**config.mk**
```make
export PLATFORM = sky130hd
export DESIGN_NAME = hazard_ctrl
export DESIGN_NICKNAME = d
export VERILOG_FILES = /design/src/rtl/hazard_ctrl.sv
export SDC_FILE = /design/constraint.sdc
export NUM_CORES = 1
export LEC_CHECK = 0
export ABC_AREA = 0
export BUFFER_PORTS_ARGS = -buffer_cell sky130_fd_sc_hd__buf_2
export CAP_MARGIN = 10
export CORE_UTILIZATION = 36
export CTS_CLUSTER_SIZE = 40
export DETAILED_ROUTE_END_ITERATION = 10
export GPL_TIMING_DRIVEN = 0
export PLACE_DENSITY = 0.77
export SYNTH_ARGS = -nofsm -noshare
export SYNTH_HDL_FRONTEND = slang
export SYNTH_SLANG_ARGS = --single-unit
```
**constraint.sdc**
```tcl
create_clock -name clk -period 3.8 [get_ports clk]
set_clock_uncertainty 0.15 [all_clocks]
set_input_delay 0.19 -clock clk [delete_from_list [all_inputs] [get_ports clk]]
set_output_delay 0.19 -clock clk [all_outputs]
set_load 0.1 [all_outputs]
```
**src/rtl/hazard_ctrl.sv**
```systemverilog
// hazard_ctrl: pipeline sequencer for the 5-stage Beta core.
// Looks at the instruction sitting in decode and the loads in flight in EXEC
// and MEM. From these it selects the IR sources for IF->DEC and DEC->EXEC,
// the fetch PC source and the front-end stall. It resolves load-use
// interlocks, branch/jump annulment, illegal opcodes and external interrupts.
// A two-state FSM masks interrupts for a few cycles after exception entry.
// A saturating counter records how many cycles were lost to load-use stalls.
module hazard_ctrl #(
    parameter int XCPT_HOLD = 2,
    parameter int CNT_W     = 16
) (
    input  logic             clk,
    input  logic             rst,
    input  logic [31:0]      ir_dec,
    input  logic             zr_dec,
    input  logic             super_dec,
    input  logic [14:0]      ir_exec,
    input  logic             op_ld_or_ldr_exec,
    input  logic [14:0]      ir_mem,
    input  logic             op_ld_or_ldr_mem,
    input  logic             irq,
    output logic [1:0]       ir_src_if,
    output logic [1:0]       ir_src_dec,
    output logic             stall,
    output logic [2:0]       pc_sel,
    output logic             irq_ack,
    output logic [CNT_W-1:0] stall_cnt
);

    // IR mux encodings shared by both IR source selects
    localparam logic [1:0] IR_SRC_DATA   = 2'd0;
    localparam logic [1:0] IR_SRC_NOP    = 2'd1;
    localparam logic [1:0] IR_SRC_EXCEPT = 2'd2;

    // fetch PC source encodings
    localparam logic [2:0] PC_PLUS4  = 3'd0;
    localparam logic [2:0] PC_BRANCH = 3'd1;
    localparam logic [2:0] PC_JUMP   = 3'd2;
    localparam logic [2:0] PC_ILLOP  = 3'd3;
    localparam logic [2:0] PC_XADDR  = 3'd4;
    localparam logic [2:0] PC_RESET  = 3'd5;

    // opcodes that get individual treatment
    localparam logic [5:0] OPC_ST  = 6'b011001;
    localparam logic [5:0] OPC_JMP = 6'b011011;
    localparam logic [5:0] OPC_BEQ = 6'b011100;
    localparam logic [5:0] OPC_BNE = 6'b011101;
    localparam logic [5:0] OPC_LDR = 6'b011111;

    // hold counter is 3 bits wide, enough for the 1..7 mask window
    localparam logic [2:0] HOLD_INIT = 3'(XCPT_HOLD);

    typedef enum logic [0:0] {
        ST_RUN   = 1'b0,
        ST_XHOLD = 1'b1
    } state_t;

    state_t           state_reg;
    state_t           state_next;
    logic [2:0]       hold_reg;
    logic [2:0]       hold_next;
    logic             dec_valid_reg;
    logic             dec_valid_next;
    logic [CNT_W-1:0] stall_cnt_reg;

    // decode-stage fields
    logic [5:0] opc;
    logic [4:0] rc;
    logic [4:0] ra;
    logic [4:0] rb;
    logic [4:0] dest_exec;
    logic [4:0] dest_mem;

    assign opc       = ir_dec[31:26];
    assign rc        = ir_dec[25:21];
    assign ra        = ir_dec[20:16];
    assign rb        = ir_dec[15:11];
    assign dest_exec = ir_exec[14:10];
    assign dest_mem  = ir_mem[14:10];

    // low instruction bits and the non-destination parts of the EXEC/MEM
    // fields do not affect sequencing
    logic unused_bits;
    assign unused_bits = ^{ir_dec[10:0], ir_exec[9:0], ir_mem[9:0]};

    logic illegal;
    logic use_ra;
    logic use_rb;
    logic use_rc;
    logic taken;
    logic taken_jmp;

    // opcode classification: legality, which register fields are read, branch outcome
    always_comb begin
        illegal = 1'b0;
        case (opc[5:4])
            2'b00: illegal = 1'b1;
            2'b01: illegal = !(opc[3:0] inside {4'b1000, 4'b1001, 4'b1011,
                                                4'b1100, 4'b1101, 4'b1111});
            default: illegal = (!opc[3] && (opc[2:0] inside {3'b010, 3'b011, 3'b111}))
                               || (opc[3:0] == 4'b1111);
        endcase
        use_ra    = !illegal && (opc != OPC_LDR);
        use_rb    = !illegal && (opc[5:4] == 2'b10);
        use_rc    = !illegal && (opc == OPC_ST);
        taken_jmp = (opc == OPC_JMP);
        taken     = taken_jmp
                    || ((opc == OPC_BEQ) && zr_dec)
                    || ((opc == OPC_BNE) && !zr_dec);
    end

    // per-source interlock check against the loads in EXEC and MEM
    logic [4:0] src_reg [3];
    logic [2:0] src_use;
    logic [2:0] src_hit;
    logic       load_use;

    assign src_reg[0] = ra;
    assign src_reg[1] = rb;
    assign src_reg[2] = rc;
    assign src_use    = {use_rc, use_rb, use_ra};

    generate
        for (genvar gi = 0; gi < 3; gi++) begin : g_src
            assign src_hit[gi] = src_use[gi] && (src_reg[gi] != 5'd31)
                                 && ((op_ld_or_ldr_exec && (src_reg[gi] == dest_exec))
                                  || (op_ld_or_ldr_mem  && (src_reg[gi] == dest_mem)));
        end
    endgenerate

    assign load_use = |src_hit;

    // priority resolution (illegal > irq > load-use > taken > normal) and FSM next state
    always_comb begin
        ir_src_if  = IR_SRC_DATA;
        ir_src_dec = IR_SRC_DATA;
        pc_sel     = PC_PLUS4;
        stall      = 1'b0;
        irq_ack    = 1'b0;
        state_next = state_reg;
        hold_next  = hold_reg;

        // mask window counts down on its own; leaving it when it expires
        if (state_reg == ST_XHOLD) begin
            if (hold_reg <= 3'd1) begin
                state_next = ST_RUN;
                hold_next  = 3'd0;
            end else begin
                hold_next = hold_reg - 3'd1;
            end
        end

        // bubbles in decode never trigger any action
        if (dec_valid_reg) begin
            if (illegal) begin
                ir_src_dec = IR_SRC_EXCEPT;
                ir_src_if  = IR_SRC_NOP;
                pc_sel     = PC_ILLOP;
                state_next = ST_XHOLD;
                hold_next  = HOLD_INIT;
            end else if (irq && !super_dec && (state_reg == ST_RUN)) begin
                // replaces the decode instruction even if it would have stalled
                ir_src_dec = IR_SRC_EXCEPT;
                ir_src_if  = IR_SRC_NOP;
                pc_sel     = PC_XADDR;
                irq_ack    = 1'b1;
                state_next = ST_XHOLD;
                hold_next  = HOLD_INIT;
            end else if (load_use) begin
                // operands are stale, so a branch here waits until the stall clears
                stall      = 1'b1;
                ir_src_dec = IR_SRC_NOP;
            end else if (taken) begin
                ir_src_if = IR_SRC_NOP;
                pc_sel    = taken_jmp ? PC_JUMP : PC_BRANCH;
            end
        end

        // reset overrides everything in the same cycle
        if (rst) begin
            ir_src_if  = IR_SRC_NOP;
            ir_src_dec = IR_SRC_NOP;
            pc_sel     = PC_RESET;
            stall      = 1'b0;
            irq_ack    = 1'b0;
            state_next = ST_RUN;
            hold_next  = 3'd0;
        end
    end

    // decode holds a real instruction unless a bubble or annul was fed in
    assign dec_valid_next = stall ? dec_valid_reg : (ir_src_if == IR_SRC_DATA);

    // state, mask window, decode-valid flag and saturating stall counter
    always_ff @(posedge clk) begin
        if (rst) begin
            state_reg     <= ST_RUN;
            hold_reg      <= 3'd0;
            dec_valid_reg <= 1'b0;
            stall_cnt_reg <= '0;
        end else begin
            state_reg     <= state_next;
            hold_reg      <= hold_next;
            dec_valid_reg <= dec_valid_next;
            if (stall && (stall_cnt_reg != '1)) begin
                stall_cnt_reg <= stall_cnt_reg + 1'b1;
            end
        end
    end

    assign stall_cnt = stall_cnt_reg;

endmodule
```
==> results.ini, run 1 <==
[die]
core-area_sq_um = 4354
floorplan.die_area_sq_um = 4823
effective_utilization_at_floorplan_pct = 37.61
std_cell_rows = 24
boundaryPins = 94
dieHeight_um = 69.45
die_x_um = 69.45

[global_route]
grt.met3_usage_pct = 3.924
use_met2_pct = 29.45
grt_most_used_layer = met2
use_met1_pct = 23.51
number_of_global_route_vias_before_repair = 1594
wire_length_of_the_first_global_routing_pass_um = 7148
grt_overflow_total = 0
grtUsageTotal_pct = 17.60
pin_count_of_the_biggest_net_entering_global_routing = 12
grt_antenna_before_repair = 0

[setup_path]
worst_path_most_repeated_cell = sky130_fd_sc_hd__buf_2
required_ns = 3.46
cp-end-kind = output pin
timing.critical_path.arrival_ns = 2.35
timing.critical_path.cells = buf_2 > nor3b_1 > nor4_4 > o221ai_1 > a21o_1 > a31o_2 > clkbuf_1 > nor2_1 > buf_2
crit_slowest_cell = sky130_fd_sc_hd__nor4_4
setup.worst_path.start_class = input pin
worstPathBufferInverterCount = 3
timing_worst_setup_path_type = in -> out
max_stage_delay_ns = 0.43
cp_max_fanout = 10
path_delay_family = buffers and inverters

[clock_tree]
post-cts-setup-buffers = 0
clk_path_buf_depth = 2
cts_root_buf = sky130_fd_sc_hd__clkbuf_8
postCtsResizedCells = 0
clk-insertion-delay-late_ns = 0.26
clkTransAtPathRegs_ns = 0.08
cts_buffers = 3
cts_htree_levels = 1
ctsHoldBuffers = 0
cts_tree = done
numClockSinks = 21

[status]
run_status = completed

[drt]
detail_route.wirelength_um = 4173
detailedRoute.firstPassIterationCount = 4
viasPerCell = 5.362
remaining_drc_errors = 0
route.detailed.wl_per_inst_um = 12.68
detail_route.iter0.violations = 91
count_of_vias_placed_by_the_detailed_router = 1764
drt.antenna.violating_nets = 0

[flow_run]
maxCapViolations = 0

[logic_synthesis]
synthDominantAreaCellType = sky130_fd_sc_hd__dfxtp_1
yosysMostFrequentCell = sky130_fd_sc_hd__xor2_1
total_number_of_yosys_warnings = 0
synth_enable_flop_cells = 0
dominantRegCellSynth = sky130_fd_sc_hd__dfxtp_1
synth_top_area_share_pct = 25.67
syn-cell-area_sq_um = 1638
postSynthAreaPerCell_sq_um = 7.689
proportion_of_register_bits_with_asynchronous_set_or_reset_after_synthesis_pct = 0
ys_types = 37
mappedNetlistNets = 284
synth_seq_cells = 21
synth.top_cells.by_count = sky130_fd_sc_hd__xor2_1, sky130_fd_sc_hd__dfxtp_1, sky130_fd_sc_hd__a21oi_1
synth.top_cells.by_area = sky130_fd_sc_hd__dfxtp_1, sky130_fd_sc_hd__xor2_1, sky130_fd_sc_hd__a21oi_1
syn-instance-count = 213
synth.yosys.seq_area_share_pct = 25.67

[sta]
setup_total_negative_slack_ns = 0
max_freq_mhz = 371.4
setup-violations-final = 0
timing_max_transition_violations_final = 0
final.min_clock_period_ns = 2.693
timing.final.hold_violations = 0
post-route-period-util_pct = 70.86
layout_setup_ws_ns = 1.107
rsz0062_at_grt = false

[place]
detailed_place_hpwl_um = 3287
post_dp_cell_area_sq_um = 2003
placement.io_buffers = 60
gp_routability_congestion = 0.9195
pre_cts_slack_ns = 1.095

[final_layout]
design_area_sq_um = 2048
post-route-util_pct = 47.04
syn_to_final_growth_pct = 25.06
num_antenna_cells = 0
layout-drive-gt1-share_pct = 25.99
design.final.nets = 349
largest_reg_flops = 16

[power]
max_ir_drop_vdd_v = 0.0002378
power_per_cell_area_nw_per_um2 = 252.4
total_leakage_power_nw = 0.8346

[hold_path]
min-delay-path-class = in -> reg

-- worst min-delay path, delay by kind of cell --
| kind | cells | cell delay (ns) |
|---|---|---|
| AND/OR/NAND/NOR | 1 | 0.10 |
| AO/OA/AOI/OAI | 1 | 0.07 |
| buffers and inverters | 1 | 0.09 |
-- layer usage --
metal / share of wire, % / vias up
met5: 0 / -
met4: 0.65 / 0
met3: 6.4 / 4
met2: 46 / 58
met1: 47 / 793
li1: - / 909
-- stage by stage --
step	instances	power (W)	hold WS (ns)
4_1_cts	329	0.0005247	0.07659
2_1_floorplan	213	0.0003278	0.2263
3_5_place_dp	325	0.0003764	0.3381
6_report	329	0.0005169	0.08902
3_3_place_gp	325	0.0003743	0.3265
5_1_grt	329	0.0005504	0.08898
-- kinds of logic after synthesis --
kind of cell / after synthesis / share of synthesized area (%)
buffers and inverters: 13 / 4.125
adders and majority gates: 2 / 1.528
DFF: 21 / 25.67
xor gates and xnor gates: 31 / 16.58
other: 1 / 0.2290
and+or+nand+nor: 98 / 34.61
muxes: 2 / 1.375
AOI/OAI and AO/OA: 45 / 15.89
-- layout by cell type (no fill, tap or decap), drive strengths merged, types with 7 or more instances in the layout --
cell / synthesis / routed
nor4: 8 / 8
a21oi: 19 / 19
buf: 3 / 63
o21ai: 13 / 13
xor2: 24 / 24
or3: 8 / 8
nand2: 14 / 14
nand3: 17 / 17
nand4: 7 / 7
dfxtp: 21 / 21
nor2: 13 / 13
clkbuf: 6 / 10
or4: 7 / 7
xnor2: 7 / 7
-- worst paths after layout --
path	from	end	slack (ns)	depth (start not counted)
max	ir_dec[27]	stall	1.11	9
min	rst	stall_cnt[1]$_SDFFE_PP0P_	0.09	3
max reg2reg	stall_cnt[6]$_SDFFE_PP0P_	stall_cnt[15]$_SDFFE_PP0P_	1.68	5
min reg2reg	stall_cnt[4]$_SDFFE_PP0P_	stall_cnt[4]$_SDFFE_PP0P_	0.35	2
-- final cells by class --
type                            count  area, sq um
Inverter                            4        15.01
Multi-Input combinational cell    179         1150
Clock buffer                        4        45.04
Fill cell                         440         2306
Sequential cell                    21        420.4
Buffer                              9        52.55
Tap cell                           52        65.06
Timing Repair Buffer               60        300.3
-- where the power goes --
| part | leakage, nW | switching, W | internal [W] | total (W) |
|---|---|---|---|---|
| logic | 0.642 | 0.0000953 | 0.0000500 | 0.000145 |
| clock network | 0.0228 | 0.0000704 | 0.0000746 | 0.000145 |
| registers | 0.170 | 0.00000342 | 0.000223 | 0.000227 |
(Power assumes the default switching activity.)
==> inputs of run 2 (changes only) <==
==> constraint.sdc (replaced) <==
create_clock -name clk -period 2.6 [get_ports clk]
set_clock_uncertainty 0.15 [all_clocks]
set_input_delay 0.13 -clock clk [delete_from_list [all_inputs] [get_ports clk]]
set_output_delay 0.13 -clock clk [all_outputs]
set_load 0.1 [all_outputs]
==> results.ini, run 2 (synthesis results as in run 1) <==
[setup_path]
worst_r2r_path_depth = 7  ; was 5
timing.critical_path.arrival_ns = 2.08  ; was 2.35 ns
required_ns = 2.32  ; was 3.46 ns
setup.worst_path.start_class = input pin  ; unchanged
cp_max_fanout = 10  ; unchanged
worstPathBufferInverterCount = 3  ; unchanged
timing.critical_path.cells = buf_2 > and4_4 > nor4_4 > nand4b_1 > a21o_1 > a31o_2 > clkbuf_1 > nor2_2 > clkbuf_4  ; was buf_2 > nor3b_1 > nor4_4 > o221ai_1 > a21o_1 > a31o_2 > clkbuf_1 > nor2_1 > buf_2
timing_worst_setup_path_type = in -> out  ; unchanged
path_delay_family = simple AND/OR/NAND/NOR gates  ; was buffers and inverters
timing.rr.start = state_reg$_SDFF_PP0_  ; was stall_cnt[6]$_SDFFE_PP0P_
slack_of_the_worst_reg_to_reg_path_ns = 0.47  ; was 1.68 ns
max_stage_delay_ns = 0.33  ; was 0.43 ns
crit_slowest_cell = sky130_fd_sc_hd__clkbuf_4  ; was sky130_fd_sc_hd__nor4_4
r2r-end = stall_cnt[13]$_SDFFE_PP0P_  ; was stall_cnt[15]$_SDFFE_PP0P_
cp-end-kind = output pin  ; unchanged

[drt]
drt.antenna.violating_nets = 0  ; unchanged
detailedRoute.firstPassIterationCount = 4  ; unchanged
detail_route.iter0.violations = 81  ; was 91
detail_route.wirelength_um = 4143  ; was 4173 um
viasPerCell = 5.345  ; was 5.362
route.detailed.wl_per_inst_um = 12.55  ; was 12.68 um
remaining_drc_errors = 0  ; unchanged
count_of_vias_placed_by_the_detailed_router = 1764  ; unchanged

[clock_tree]
ctsHoldBuffers = 0  ; unchanged
clk_path_buf_depth = 2  ; unchanged
cts_tree = done  ; unchanged
numClockSinks = 21  ; unchanged
clkTransAtPathRegs_ns = 0.08  ; about the same
cts_htree_levels = 1  ; unchanged
cts_buffers = 3  ; unchanged
clk-insertion-delay-late_ns = 0.26  ; about the same
cts_root_buf = sky130_fd_sc_hd__clkbuf_8  ; unchanged

[final_layout]
largest_reg_flops = 16  ; unchanged
layout-drive-gt1-share_pct = 28.06  ; was 25.99%
design_area_sq_um = 2072  ; was 2048 sq um
num_antenna_cells = 0  ; unchanged
fillerInstances = 432  ; was 440
seq_area_sq_um = 424.2  ; was 420.4 sq um
post_layout_nonfiller_instances = 330  ; was 329
mostFrequentLayoutCells = sky130_fd_sc_hd__buf_2, sky130_fd_sc_hd__xor2_1, sky130_fd_sc_hd__a21oi_1  ; was sky130_fd_sc_hd__buf_2, sky130_fd_sc_hd__xor2_1, sky130_fd_sc_hd__dfxtp_1
multi_input_comb_area_sq_um = 1157  ; was 1150 sq um
syn_to_final_growth_pct = 26.51  ; was 25.06%
post-route-util_pct = 47.59  ; was 47.04%
design.final.nets = 350  ; was 349
most_frequent_standard_cell_in_the_layout_excluding_fill_and_tap_cells = sky130_fd_sc_hd__buf_2  ; unchanged

[status]
run_status = completed  ; unchanged

[hold_path]
timing.hold.worst_path_depth = 3  ; unchanged
min_from = rst  ; unchanged
min-delay-path-class = in -> reg  ; unchanged
whs_endpoint = stall_cnt[1]$_SDFFE_PP0P_  ; unchanged

[sta]
timing.hold.ws_ns = 0.006554  ; was 0.08902 ns
post-route-period-util_pct = 90.72
timing_max_transition_violations_final = 0  ; unchanged
setup-violations-final = 0  ; unchanged
setup_total_negative_slack_ns = 0  ; unchanged
max_freq_mhz = 424.0
timing.final.hold_violations = 0  ; unchanged
rsz0062_at_grt = false  ; unchanged
final.min_clock_period_ns = 2.359

[global_route]
grtUsageTotal_pct = 16.84  ; was 17.60%
pin_count_of_the_biggest_net_entering_global_routing = 12  ; unchanged
wire_length_of_the_first_global_routing_pass_um = 6831  ; was 7148 um
use_met1_pct = 21.93  ; was 23.51%
grt.met3_usage_pct = 3.052  ; was 3.924%
grt_antenna_before_repair = 0  ; unchanged
use_met2_pct = 28.91  ; was 29.45%
grt_most_used_layer = met2  ; unchanged
number_of_global_route_vias_before_repair = 1585  ; was 1,594
grt_overflow_total = 0  ; unchanged

[die]
die_x_um = 69.45  ; unchanged
floorplan.die_area_sq_um = 4823  ; unchanged
dieHeight_um = 69.45  ; unchanged
effective_utilization_at_floorplan_pct = 37.61  ; unchanged
std_cell_rows = 24  ; unchanged
boundaryPins = 94  ; unchanged
core-area_sq_um = 4354  ; unchanged

[power]
total_leakage_power_nw = 0.8413  ; was 0.8346 nW
combinationalPowerShare_pct = 28.3  ; was 28.1%
max_ir_drop_vdd_v = 0.0003518  ; was 0.0002378 V
power_per_cell_area_nw_per_um2 = 366.9  ; was 252.4 nW/um^2
netSwitchingPower_w = 0.0002492  ; was 0.0001691 W
power.sequential.fraction_pct = 43.6  ; was 43.9%
power.internal_w = 0.0005110  ; was 0.0003479 W
swShare_pct = 32.78  ; was 32.70%
clk_network_pwr_share_pct = 28.1  ; was 28.0%

[place]
post_dp_cell_area_sq_um = 2014  ; was 2003 sq um
placement.io_buffers = 60  ; unchanged
gp_routability_congestion = 0.8814  ; was 0.9195
place_inst = 325  ; unchanged
detailed_place_hpwl_um = 3289  ; was 3287 um

[flow_run]
maxCapViolations = 0  ; unchanged

-- run 2: timing repair --
action                                 in CTS  in global routing
endpoints found under the hold margin       0                  0
setup endpoints to repair                   0                  2
resized for setup                           0                  2
setup buffers                               0                  1
-- run 2: routing by layer --
metal | vias up | routed length [um]
li1 | 911 | -
met1 | 800 | 1877
met2 | 51 | 2023
met3 | 2 | 231
met4 | 0 | 10
met5 | - | 0
-- run 2: worst min-delay path, delay by kind of cell --
kind	cells	cell delay, ns
compound gates	1	0.07
simple gates	1	0.09
buf+inv	1	0.08
-- run 2: cell type report --
type	count	share of cell area [%]
Clock buffer	4	2.174
Multi-Input combinational cell	179	55.86
Tap cell	52	3.140
Sequential cell	21	20.47
Buffer	9	2.536
Inverter	4	0.7246
Timing Repair Buffer	61	15.10
-- run 2: power by group through the flow --
stage	Combinational [W]	Clock, W	Sequential, W
final	0.000215	0.000214	0.000331
after global routing	0.000232	0.000232	0.000332
after CTS	0.000213	0.000221	0.000331
after detailed placement	0.000212	0	0.000339
after global placement	0.000210	0	0.000339
after floorplan	0.000142	0	0.000338
-- run 2: how the worst max path moves through the flow --
| stage | from | to | slack, ns | cells past startpoint |
|---|---|---|---|---|
| 6_report | ir_dec[27] | stall | 0.24 | 9 |
| 5_1_grt | ir_dec[27] | ir_src_dec[0] | 0.13 | 9 |
| 4_1_cts | ir_dec[27] | stall | 0.03 | 9 |
| 3_5_place_dp | ir_dec[27] | stall_cnt[13]$_SDFFE_PP0P_ | -0.02 | 9 |
| 3_3_place_gp | ir_dec[27] | stall_cnt[13]$_SDFFE_PP0P_ | -0.02 | 9 |
| 2_1_floorplan | ir_dec[26] | stall | 0.002 | 8 |
-- run 2: through the flow --
step | worst slack, ns | power [W]
2_1_floorplan | 0.001588 | 0.0004797
3_3_place_gp | -0.02033 | 0.0005485
3_5_place_dp | -0.01949 | 0.0005507
4_1_cts | 0.02860 | 0.0007651
5_1_grt | 0.1268 | 0.0007965
6_report | 0.2413 | 0.0007602
==> inputs of run 3 (changes only) <==
--- a/config.mk
+++ b/config.mk
@@ -8,11 +8,11 @@
 export ABC_AREA = 0
 export BUFFER_PORTS_ARGS = -buffer_cell sky130_fd_sc_hd__buf_2
 export CAP_MARGIN = 10
-export CORE_UTILIZATION = 36
+export CORE_UTILIZATION = 40
 export CTS_CLUSTER_SIZE = 40
 export DETAILED_ROUTE_END_ITERATION = 10
 export GPL_TIMING_DRIVEN = 0
-export PLACE_DENSITY = 0.77
+export PLACE_DENSITY = 0.83
 export SYNTH_ARGS = -nofsm -noshare
 export SYNTH_HDL_FRONTEND = slang
 export SYNTH_SLANG_ARGS = --single-unit
==> results.ini, run 3 (synthesis results as in run 1) <==
[drt]
remaining_drc_errors = 0  ; unchanged
detail_route.iter0.violations = 89  ; was 81
viasPerCell = 5.506  ; was 5.345
detailedRoute.firstPassIterationCount = 4  ; unchanged
count_of_vias_placed_by_the_detailed_router = 1795  ; was 1,764
route.detailed.wl_per_inst_um = 13.17  ; was 12.55 um
detail_route.wirelength_um = 4293  ; was 4143 um
drt.antenna.violating_nets = 0  ; unchanged

[final_layout]
syn_to_final_growth_pct = 26.43  ; was 26.51%
largest_reg_flops = 16  ; unchanged
layout-drive-gt1-share_pct = 28.42  ; was 28.06%
design.final.nets = 350  ; unchanged
mostFrequentLayoutCells = sky130_fd_sc_hd__buf_2, sky130_fd_sc_hd__xor2_1, sky130_fd_sc_hd__a21oi_1  ; unchanged
fillerInstances = 376  ; was 432
design_area_sq_um = 2071  ; was 2072 sq um
num_antenna_cells = 0  ; unchanged
most_frequent_standard_cell_in_the_layout_excluding_fill_and_tap_cells = sky130_fd_sc_hd__buf_2  ; unchanged

[global_route]
grtUsageTotal_pct = 20.64  ; was 16.84%
pin_count_of_the_biggest_net_entering_global_routing = 13  ; was 12
number_of_global_route_vias_before_repair = 1638  ; was 1,585
grt_overflow_total = 0  ; unchanged
grt_antenna_before_repair = 0  ; unchanged
wire_length_of_the_first_global_routing_pass_um = 7072  ; was 6831 um

[setup_path]
cp-end-kind = output pin  ; unchanged
critical_path_depth = 9  ; unchanged
cp_max_fanout = 10  ; unchanged
setup.worst_path.start_class = input pin  ; unchanged
timing.critical_path.cells = buf_2 > and4_4 > nor4_4 > nand4b_1 > a21o_1 > a31o_2 > clkbuf_1 > nand2b_1 > buf_4  ; was buf_2 > and4_4 > nor4_4 > nand4b_1 > a21o_1 > a31o_2 > clkbuf_1 > nor2_2 > clkbuf_4
timing.critical_path.arrival_ns = 2.12  ; was 2.08 ns
crit_slowest_cell = sky130_fd_sc_hd__nor4_4  ; was sky130_fd_sc_hd__clkbuf_4
required_ns = 2.32  ; about the same
path_delay_family = simple AND/OR/NAND/NOR gates  ; unchanged
timing_worst_setup_path_type = in -> out  ; unchanged
worst_r2r_path_depth = 7  ; unchanged
max_stage_delay_ns = 0.35  ; was 0.33 ns
worstPathBufferInverterCount = 3  ; unchanged

[place]
detailed_place_hpwl_um = 3376  ; was 3289 um
placement.io_buffers = 60  ; unchanged
gp_routability_congestion = 0.8252  ; was 0.8814
post_dp_cell_area_sq_um = 2009  ; was 2014 sq um

[clock_tree]
clk_path_buf_depth = 2  ; unchanged
ctsHoldBuffers = 0  ; unchanged
cts_htree_levels = 1  ; unchanged
clk-insertion-delay-late_ns = 0.26  ; about the same
cts_root_buf = sky130_fd_sc_hd__clkbuf_8  ; unchanged
clkTransAtPathRegs_ns = 0.07  ; was 0.08 ns
numClockSinks = 21  ; unchanged
cts_tree = done  ; unchanged
cts_buffers = 3  ; unchanged

[power]
max_ir_drop_vdd_v = 0.0003078  ; was 0.0003518 V
total_leakage_power_nw = 0.8458  ; was 0.8413 nW
power_per_cell_area_nw_per_um2 = 366.9  ; about the same

[sta]
setup-violations-final = 0  ; unchanged
timing_max_transition_violations_final = 0  ; unchanged
rsz0062_at_grt = false  ; unchanged
final.min_clock_period_ns = 2.395  ; was 2.359 ns
timing.final.hold_violations = 0  ; unchanged
setup_total_negative_slack_ns = 0  ; unchanged
post-route-period-util_pct = 92.12  ; was 90.72%
max_freq_mhz = 417.5  ; was 424.0 MHz

[die]
floorplan.die_area_sq_um = 4355  ; was 4823 sq um
boundaryPins = 94  ; unchanged
die_x_um = 65.99  ; was 69.45 um
dieHeight_um = 65.99  ; was 69.45 um
core-area_sq_um = 3799  ; was 4354 sq um
effective_utilization_at_floorplan_pct = 43.12  ; was 37.61%
std_cell_rows = 22  ; was 24

[status]
run_status = completed  ; unchanged

[hold_path]
timing.hold.worst_path_depth = 3  ; unchanged
min-delay-path-class = in -> reg  ; unchanged

[flow_run]
maxCapViolations = 0  ; unchanged

==> run 3: cell count changes in the layout (fill, tap and decap cells not counted) <==
cell,delta
sky130_fd_sc_hd__buf_4,+2
sky130_fd_sc_hd__buf_2,-1
sky130_fd_sc_hd__clkinv_2,+1
sky130_fd_sc_hd__clkbuf_4,-1
sky130_fd_sc_hd__clkbuf_1,-1
==> run 3: path summary, 6_finish.rpt <==
kind / slack [ns] / from / endpoint
worst max-delay path: 0.20 / ir_dec[27] / ir_src_dec[0]
worst min-delay path: 0.01 / rst / stall_cnt[1]$_SDFFE_PP0P_
worst max register to register: 0.45 / state_reg$_SDFF_PP0_ / stall_cnt[13]$_SDFFE_PP0P_
worst min register to register: 0.35 / stall_cnt[11]$_SDFFE_PP0P_ / stall_cnt[11]$_SDFFE_PP0P_
==> run 3: through the flow <==
stage               hold WS [ns]  cells  power (W)  util (%)  setup WS, ns
floorplan                 0.1663    213  0.0004797         -      0.001588
global placement          0.2623    321  0.0005476     52.90      -0.05249
detailed placement        0.2899    321  0.0005512     52.90      -0.04215
CTS                      0.01025    325  0.0007656     54.25        0.1179
global route             0.04539    326  0.0008018     54.51       0.03675
finish                   0.01352    326  0.0007598     54.51        0.2049
==> run 3: layout make-up <==
class	count	area, sq um	share of cell area [%]
multi-input combinational	179	1157	55.89
buffer	9	52.55	2.538
tap	48	60.06	2.900
sequential	21	424.2	20.48
clock buffer	3	41.29	1.994
inverter	4	15.01	0.7251
timing repair buffer	61	315.3	15.23
clock inverter	1	5.005	0.2417
==> run 3: metal layers <==
metal | wire length (um) | GRT usage [%]
met1 | 1971 | 25.76
met2 | 1976 | 35.84
met3 | 262 | 2.414
met4 | 82 | 7.979
met5 | 0 | 0
==> run 3: worst register-to-register path, stage by stage (launching register included) <==
cell and delay, ns:
sky130_fd_sc_hd__dfxtp_1 0.41, sky130_fd_sc_hd__nor2_1 0.07, sky130_fd_sc_hd__nand2_1 0.19, sky130_fd_sc_hd__nand3_1 0.11
sky130_fd_sc_hd__a31o_2 0.27, sky130_fd_sc_hd__buf_6 0.15, sky130_fd_sc_hd__nor4_1 0.34, sky130_fd_sc_hd__mux2_2 0.37
==> run 3: repair_timing <==
item                                    CTS  global route
pin swaps                                 0             1
resized for setup                         2             1
buffers inserted                          0             1
endpoints found under the setup margin    2             3
==> run 3: report_power, final <==
group,switching [W],total [W],internal [W]
combinational,0.000141,0.000217,0.0000760
sequential,0.00000488,0.000331,0.000326
clock,0.000105,0.000212,0.000107
total,0.000251,0.000760,0.000509
